`src/rtl/color_scan_pkg.sv`:
```
// Shared constants and types for the colour sensor scan controller.
// Optional build macro: COLOR_SCAN_HYST_EN (colour ID hysteresis, see top).
package color_scan_pkg;

  // Photodiode filter select codes, driven as {S2,S3}
  localparam logic [1:0] FILT_RED   = 2'b00;
  localparam logic [1:0] FILT_BLUE  = 2'b01;
  localparam logic [1:0] FILT_CLEAR = 2'b10;
  localparam logic [1:0] FILT_GREEN = 2'b11;

  // Published colour identifiers
  localparam logic [1:0] COL_NONE  = 2'd0;
  localparam logic [1:0] COL_RED   = 2'd1;
  localparam logic [1:0] COL_GREEN = 2'd2;
  localparam logic [1:0] COL_BLUE  = 2'd3;

  // Frequency scaling codes, driven as {S0,S1}
  localparam logic [1:0] SCALE_OFF = 2'b00;
  localparam logic [1:0] SCALE_20  = 2'b10;

  typedef enum logic [1:0] {
    ST_IDLE     = 2'd0,
    ST_SETTLE   = 2'd1,
    ST_GATE     = 2'd2,
    ST_CLASSIFY = 2'd3
  } state_t;

endpackage

```
`src/rtl/color_pulse_counter.sv`:
```
// Synchronises the asynchronous sensor output, detects rising edges and
// counts them into a saturating counter. The count output already includes
// an edge being accepted this cycle, so a snapshot taken on the last
// counting cycle does not lose the final edge.
module color_pulse_counter #(
  parameter int unsigned CNT_W = 16
) (
  input  logic             clock,
  input  logic             reset_n,
  input  logic             colorsignal,
  input  logic             clear,
  input  logic             count_en,
  output logic [CNT_W-1:0] count
);

  logic             r_sync1;
  logic             r_sync2;
  logic             r_prev;
  logic             r_edge;
  logic [CNT_W-1:0] r_count;
  logic             w_inc;

  assign w_inc = count_en & r_edge & ~(&r_count);
  assign count = r_count + {{(CNT_W-1){1'b0}}, w_inc};

  // Two-flop synchroniser followed by a registered rising-edge pulse
  always_ff @(posedge clock) begin
    if (!reset_n) begin
      r_sync1 <= 1'b0;
      r_sync2 <= 1'b0;
      r_prev  <= 1'b0;
      r_edge  <= 1'b0;
    end else begin
      r_sync1 <= colorsignal;
      r_sync2 <= r_sync1;
      r_prev  <= r_sync2;
      r_edge  <= r_sync2 & ~r_prev;
    end
  end

  // Saturating edge counter; clear has priority over counting
  always_ff @(posedge clock) begin
    if (!reset_n) begin
      r_count <= '0;
    end else if (clear) begin
      r_count <= '0;
    end else begin
      r_count <= count;
    end
  end

endmodule

```
`src/rtl/color_scan_ctrl.sv`:
```
// Colour sensor scan controller: steps the filter through red, blue, clear
// and green, counts sensor edges in a fixed gate window after a settle
// delay, then publishes the four counts plus a classified colour ID.
// Optional build macro: COLOR_SCAN_HYST_EN -- colour ID only changes after
// two consecutive scans agree on the new value.
//
// state       | meaning
// ST_IDLE     | sensor powered down, waiting for enable
// ST_SETTLE   | filter just changed, edges ignored
// ST_GATE     | counting edges for the current filter
// ST_CLASSIFY | one cycle, publish counts and colour ID on exit
module color_scan_ctrl
  import color_scan_pkg::*;
#(
  parameter int unsigned GATE_CYCLES   = 100000,
  parameter int unsigned SETTLE_CYCLES = 10000,
  parameter int unsigned CNT_W         = 16,
  parameter int unsigned MIN_CLEAR     = 50
) (
  input  logic             clock,
  input  logic             reset_n,
  input  logic             enable,
  input  logic             colorsignal,
  output logic             S0,
  output logic             S1,
  output logic             S2,
  output logic             S3,
  output logic [CNT_W-1:0] red_cnt,
  output logic [CNT_W-1:0] blue_cnt,
  output logic [CNT_W-1:0] clear_cnt,
  output logic [CNT_W-1:0] green_cnt,
  output logic [1:0]       color_id,
  output logic             sample_valid,
  output logic             busy
);

  localparam int unsigned TMR_MAX = (GATE_CYCLES > SETTLE_CYCLES) ? GATE_CYCLES : SETTLE_CYCLES;
  localparam int unsigned TMR_W   = $clog2(TMR_MAX + 1);
  localparam logic [TMR_W-1:0] SETTLE_LOAD = TMR_W'(SETTLE_CYCLES - 1);
  localparam logic [TMR_W-1:0] GATE_LOAD   = TMR_W'(GATE_CYCLES - 1);

  state_t           r_state, w_state_nxt;
  logic [1:0]       r_filt, w_filt_nxt;
  logic [TMR_W-1:0] r_timer, w_timer_nxt;
  logic [1:0]       w_scale, w_filt_code;
  logic             w_count_en;
  logic [CNT_W-1:0] w_count;
  logic             w_timer_zero, w_gate_done, w_abort, w_classify;
  logic [1:0]       w_cls;

  logic [CNT_W-1:0] r_slot [4];
  logic [CNT_W-1:0] r_red_cnt, r_blue_cnt, r_clear_cnt, r_green_cnt;
  logic [1:0]       r_color;
  logic             r_valid;

  assign w_timer_zero = (r_timer == '0);
  assign w_gate_done  = (r_state == ST_GATE) && enable && w_timer_zero;
  assign w_abort      = ((r_state == ST_SETTLE) || (r_state == ST_GATE)) && !enable;
  assign w_classify   = (r_state == ST_CLASSIFY);

  color_pulse_counter #(.CNT_W(CNT_W)) u_counter (
    .clock       (clock),
    .reset_n     (reset_n),
    .colorsignal (colorsignal),
    .clear       (!w_count_en),
    .count_en    (w_count_en),
    .count       (w_count)
  );

  // FSM state, filter index and down-counting phase timer
  always_ff @(posedge clock) begin
    if (!reset_n) begin
      r_state <= ST_IDLE;
      r_filt  <= FILT_RED;
      r_timer <= '0;
    end else begin
      r_state <= w_state_nxt;
      r_filt  <= w_filt_nxt;
      r_timer <= w_timer_nxt;
    end
  end

  // Next-state: settle then gate for each filter, classify after green
  always_comb begin
    w_state_nxt = r_state;
    w_filt_nxt  = r_filt;
    w_timer_nxt = r_timer;
    case (r_state)
      ST_IDLE: begin
        if (enable) begin
          w_state_nxt = ST_SETTLE;
          w_filt_nxt  = FILT_RED;
          w_timer_nxt = SETTLE_LOAD;
        end
      end
      ST_SETTLE: begin
        if (!enable) begin
          w_state_nxt = ST_IDLE;
        end else if (w_timer_zero) begin
          w_state_nxt = ST_GATE;
          w_timer_nxt = GATE_LOAD;
        end else begin
          w_timer_nxt = r_timer - TMR_W'(1);
        end
      end
      ST_GATE: begin
        if (!enable) begin
          w_state_nxt = ST_IDLE;
        end else if (w_timer_zero) begin
          if (r_filt == FILT_GREEN) begin
            w_state_nxt = ST_CLASSIFY;
          end else begin
            w_state_nxt = ST_SETTLE;
            w_filt_nxt  = r_filt + 2'd1;
            w_timer_nxt = SETTLE_LOAD;
          end
        end else begin
          w_timer_nxt = r_timer - TMR_W'(1);
        end
      end
      ST_CLASSIFY: begin
        if (enable) begin
          w_state_nxt = ST_SETTLE;
          w_filt_nxt  = FILT_RED;
          w_timer_nxt = SETTLE_LOAD;
        end else begin
          w_state_nxt = ST_IDLE;
        end
      end
      default: w_state_nxt = ST_IDLE;
    endcase
  end

  // Sensor control outputs and counter gating decoded from state
  always_comb begin
    w_scale     = SCALE_OFF;
    w_filt_code = FILT_RED;
    busy        = 1'b0;
    w_count_en  = 1'b0;
    if (r_state != ST_IDLE) begin
      w_scale     = SCALE_20;
      w_filt_code = r_filt;
      busy        = 1'b1;
    end
    if (r_state == ST_GATE) begin
      w_count_en = 1'b1;
    end
  end

  assign {S0, S1} = w_scale;
  assign {S2, S3} = w_filt_code;

  // Classify from the slot snapshots; ties resolve red, then green, then blue
  always_comb begin
    w_cls = COL_NONE;
    if (32'(r_slot[FILT_CLEAR]) >= MIN_CLEAR) begin
      if ((r_slot[FILT_RED] >= r_slot[FILT_GREEN]) && (r_slot[FILT_RED] >= r_slot[FILT_BLUE])) begin
        w_cls = COL_RED;
      end else if (r_slot[FILT_GREEN] >= r_slot[FILT_BLUE]) begin
        w_cls = COL_GREEN;
      end else begin
        w_cls = COL_BLUE;
      end
    end
  end

  // Per-filter slots, published counts and the one-cycle valid pulse
  always_ff @(posedge clock) begin
    if (!reset_n) begin
      for (int i = 0; i < 4; i++) r_slot[i] <= '0;
      r_red_cnt   <= '0;
      r_blue_cnt  <= '0;
      r_clear_cnt <= '0;
      r_green_cnt <= '0;
      r_valid     <= 1'b0;
    end else begin
      r_valid <= w_classify;
      if (w_gate_done) r_slot[r_filt] <= w_count;
      if (w_classify) begin
        r_red_cnt   <= r_slot[FILT_RED];
        r_blue_cnt  <= r_slot[FILT_BLUE];
        r_clear_cnt <= r_slot[FILT_CLEAR];
        r_green_cnt <= r_slot[FILT_GREEN];
      end
    end
  end

`ifdef COLOR_SCAN_HYST_EN
  logic [1:0] r_cand;
  logic       r_cand_vld;

  // Colour ID moves only when two consecutive classifications agree
  always_ff @(posedge clock) begin
    if (!reset_n) begin
      r_color    <= COL_NONE;
      r_cand     <= COL_NONE;
      r_cand_vld <= 1'b0;
    end else if (w_abort) begin
      r_cand_vld <= 1'b0;
    end else if (w_classify) begin
      if (w_cls == r_color) begin
        r_cand_vld <= 1'b0;
      end else if (r_cand_vld && (r_cand == w_cls)) begin
        r_color    <= w_cls;
        r_cand_vld <= 1'b0;
      end else begin
        r_cand     <= w_cls;
        r_cand_vld <= 1'b1;
      end
    end
  end
`else
  // Colour ID follows every classification
  always_ff @(posedge clock) begin
    if (!reset_n) begin
      r_color <= COL_NONE;
    end else if (w_classify) begin
      r_color <= w_cls;
    end
  end
`endif

  assign red_cnt      = r_red_cnt;
  assign blue_cnt     = r_blue_cnt;
  assign clear_cnt    = r_clear_cnt;
  assign green_cnt    = r_green_cnt;
  assign color_id     = r_color;
  assign sample_valid = r_valid;

endmodule

```
`config.mk`:
```
export PLATFORM = sky130hd
export DESIGN_NAME = color_scan_ctrl
export DESIGN_NICKNAME = d
export VERILOG_FILES = /design/src/rtl/color_scan_pkg.sv /design/src/rtl/color_pulse_counter.sv /design/src/rtl/color_scan_ctrl.sv
export SDC_FILE = /design/constraint.sdc
export NUM_CORES = 1
export LEC_CHECK = 0
export CORE_ASPECT_RATIO = 0.7
export CORE_MARGIN = 2
export CORE_UTILIZATION = 30
export CTS_BUF_LIST = sky130_fd_sc_hd__clkbuf_4 sky130_fd_sc_hd__clkbuf_8 sky130_fd_sc_hd__clkbuf_16
export CTS_CLUSTER_DIAMETER = 50
export CTS_CLUSTER_SIZE = 25
export DETAILED_ROUTE_END_ITERATION = 8
export PLACE_DENSITY = 0.57
export SKIP_LAST_GASP = 1
export SLEW_MARGIN = 30
export SYNTH_ARGS = -nofsm -noshare
export SYNTH_HDL_FRONTEND = slang
export SYNTH_SLANG_ARGS = --single-unit
```
`constraint.sdc`:
```
create_clock -name clock -period 3.6 [get_ports clock]
set_input_delay 0.72 -clock clock [delete_from_list [all_inputs] [get_ports clock]]
set_output_delay 0.72 -clock clock [all_outputs]
set_load 0.03 [all_outputs]
```
==> metrics <==
Worst Setup Slack, final between 0.7 and 0.8 ns; Worst Reg2Reg Path Length in Cells 10; hold_sp u_counter.r_prev$_SDFF_PN0_; # resized after CTS 0; Cell Pwr Density 483 nW/um2; I/O Buffers 74; final wirelength ~19 mm; Critical Path, Cell by Cell inv_1 > ha_1 > nor2b_1 > clkdlybuf4s50_1; Synth Flop Type dfxtp_1; share of the synthesized area in the top cell type 0.271; Finished Layout Cells about 1.2k; via count about 5.7k; wire length per cell ~16 um; grt ovf 0; DP HPWL approximately 14 mm; Layout area overhead 22.3%; clock root buffer clkbuf_16; Tmin final between 2 and 3 ns; CTS tree built; design area a little under 10,000 um2; Mapped Area 7990 um2; Hold Path Sink u_counter.r_edge$_SDFF_PN0_; Fin. Hold Viols 0; Clock Tree Buf Depth 2; CTS buffer count 17; Post-CTS Setup Inserts 0; clock-pin slew on the worst setup and hold paths approximately 0.060 ns; Leakage 0.00347 uW; Arr. time, crit path 2.13 ns; Starting Density 0.308; biggest area consumer among synthesized cells dfxtp_1; met2 Use GR 0.201; Hold Crit Depth 1; final hold slack between 0.3 and 0.4 ns; status complete, no violations; 1st-pass router iterations 5; pin count of the biggest net entering global routing 55; remaining antenna violation count after routing 0; Slew Limit Fails 0; hold buffer count at CTS 0; maximum vdd drop around 0.37 mV; Placement Rows 49; Layout Skew between 0.007 and 0.008 ns; #FFs+latches synth 172; first-pass GRT wire length approximately 30 mm; worst reg2reg path startpoint u_counter.r_count[5]$_SDFF_PN0_; Crit Path Max Fanout 6; worst min path class reg -> reg; GRT Total Usage 0.143; drt drc 0; Placed Instances 1,196; cells after synthesis just under 800; met1 usage 0.219; final setup violation count 0; H-tree depth 4; initial antenna violation count 0; critical path's slowest cell clkdlybuf4s50_1; Tcrit/Tclk final 0.792; dpl cell area 9140 um2; core area approximately 26,000 um2; Fmax 0.351 GHz; crit end category output port; Synth Area per Inst 10.2 um2; slowest cell delay on critical path 0.68 ns; EDFF count, synth 64; M3 GR Usage 0.0323; Startpoint Class register; ranking of synthesized cells by area dfxtp_1 27%, edfxtp_1 24%, ha_1 9.2%; vias in the first global route 5,522; # diodes 0; reg2reg end r_slot[0][14]$_SDFFCE_PN0P_; # IOs 76; Required @ worst endpoint roughly 2.9 ns; Max-slew headroom 0.468; most frequent cells in the layout 168 x nor2_1, 108 x dfxtp_1, 74 x clkdlybuf4s50_1; GPL Wtd Cong between 0.8 and 0.9; Syn. warnings 0; clk sinks between 150 and 200; Async S/R FF share, synth 0; die width between 150 and 200 um; most common cell after layout, fill and taps aside nor2_1; vias per cell about 4.6; Crit Path Category reg -> out; fin nets around 920; layer with the highest usage met1; Place WS around 0.71 ns; die area roughly 28,000 um2; register area share after synthesis 0.511; Least-Margin Pin Slew just under 0.8 ns; flop2flop setup slack roughly 0.78 ns; Synth cell types 57; clk_lat worst skew 0.42 ns; Synth Net Count roughly 850; share of cells above drive strength 1 0.0769; setup_tns 0 ns; die extent in y approximately 140 um; unrepaired setup endpoints after global routing no; DRT iter0 DRCs between 300 and 400; max-cap viol count 0
-- layout make-up --
cell class / count / area (um2)
Tap cell: 357 / 447
Multi-Input combinational cell: 529 / 3570
Fill cell: 2592 / 16200
Clock inverter: 10 / 139
Timing Repair Buffer: 89 / 853
Inverter: 49 / 184
Clock buffer: 22 / 487
Sequential cell: 172 / 4080
-- metal layers --
layer | routed length (um) | up-vias
met5 | 0 | -
met4 | 213 | 0
met3 | 813 | 14
met2 | 7860 | 116
met1 | 10400 | 2659
li1 | - | 2872
-- flip-flops by register name (all words and copies together), names as in the netlist, 2 cells and up --
signal / flops
blue_cnt: 16
clear_cnt: 16
color_id: 2
green_cnt: 16
r_filt: 2
r_slot: 64
r_state: 2
r_timer: 17
red_cnt: 16
u_counter.r_count: 16
-- cell families after synthesis --
kind of cell | share of synthesized area
buffers and inverters | 0.0434
multiplexers | 0.0827
other | 0.000469
adder cells (fa/ha/maj) | 0.0924
flip-flops | 0.511
AO/OA/AOI/OAI | 0.0705
AND/OR/NAND/NOR | 0.173
XOR/XNOR | 0.0263
-- worst max-delay path: cells and delay by family, from the launching register on --
family | cells | cell delay, ns
simple gates | 1 | 0.13
fa+ha+maj | 1 | 0.28
buf+inv | 2 | 0.82
flops | 1 | 0.48
-- worst max path at each step --
stage,startpoint,to,slack (ns),cells past startpoint
floorplan,r_timer[10]$_SDFFE_PN0P_,r_slot[3][0]$_DFFE_PP_,0.83,5
global placement,enable,r_slot[2][5]$_SDFFCE_PN0P_,0.72,4
detailed placement,enable,r_slot[2][5]$_SDFFCE_PN0P_,0.71,4
CTS,r_state[0]$_SDFFE_PN0P_,S2,0.71,4
global route,u_counter.r_count[10]$_SDFF_PN0_,r_slot[0][14]$_SDFFCE_PN0P_,0.57,11
finish,r_state[0]$_SDFFE_PN0P_,S2,0.75,4
-- metrics by stage --
step                      power [uW]  utilization
after CTS                       4760        0.376
after global placement          2810        0.352
after global routing            4930        0.377
final                           4710        0.377
after floorplan                 2650            -
after detailed placement        2820        0.352
-- synth_stat cells, drive strengths merged, types with 4 or more instances --
library cell	count
nand3	19
a211oi	6
mux2i	66
a21o	5
a21oi	28
xnor2	16
nand4	10
o21ai	22
nor2b	4
buf	18
nor3	20
nor2	178
xor2	8
nand2b	4
inv	49
ha	59
nor4	6
nand2	26
dfxtp	108
edfxtp	64
clkbuf	17
and3	4
or3	4
-- report_power, final --
group	total, uW	leakage (uW)	internal (uW)	switching, uW
sequential	2180	0.00149	2090	93.1
clock	1930	0.000310	1180	757
combinational	597	0.00167	233	363
total	4710	0.00347	3500	1210
No activity file was read; power rests on OpenSTA's default activity.
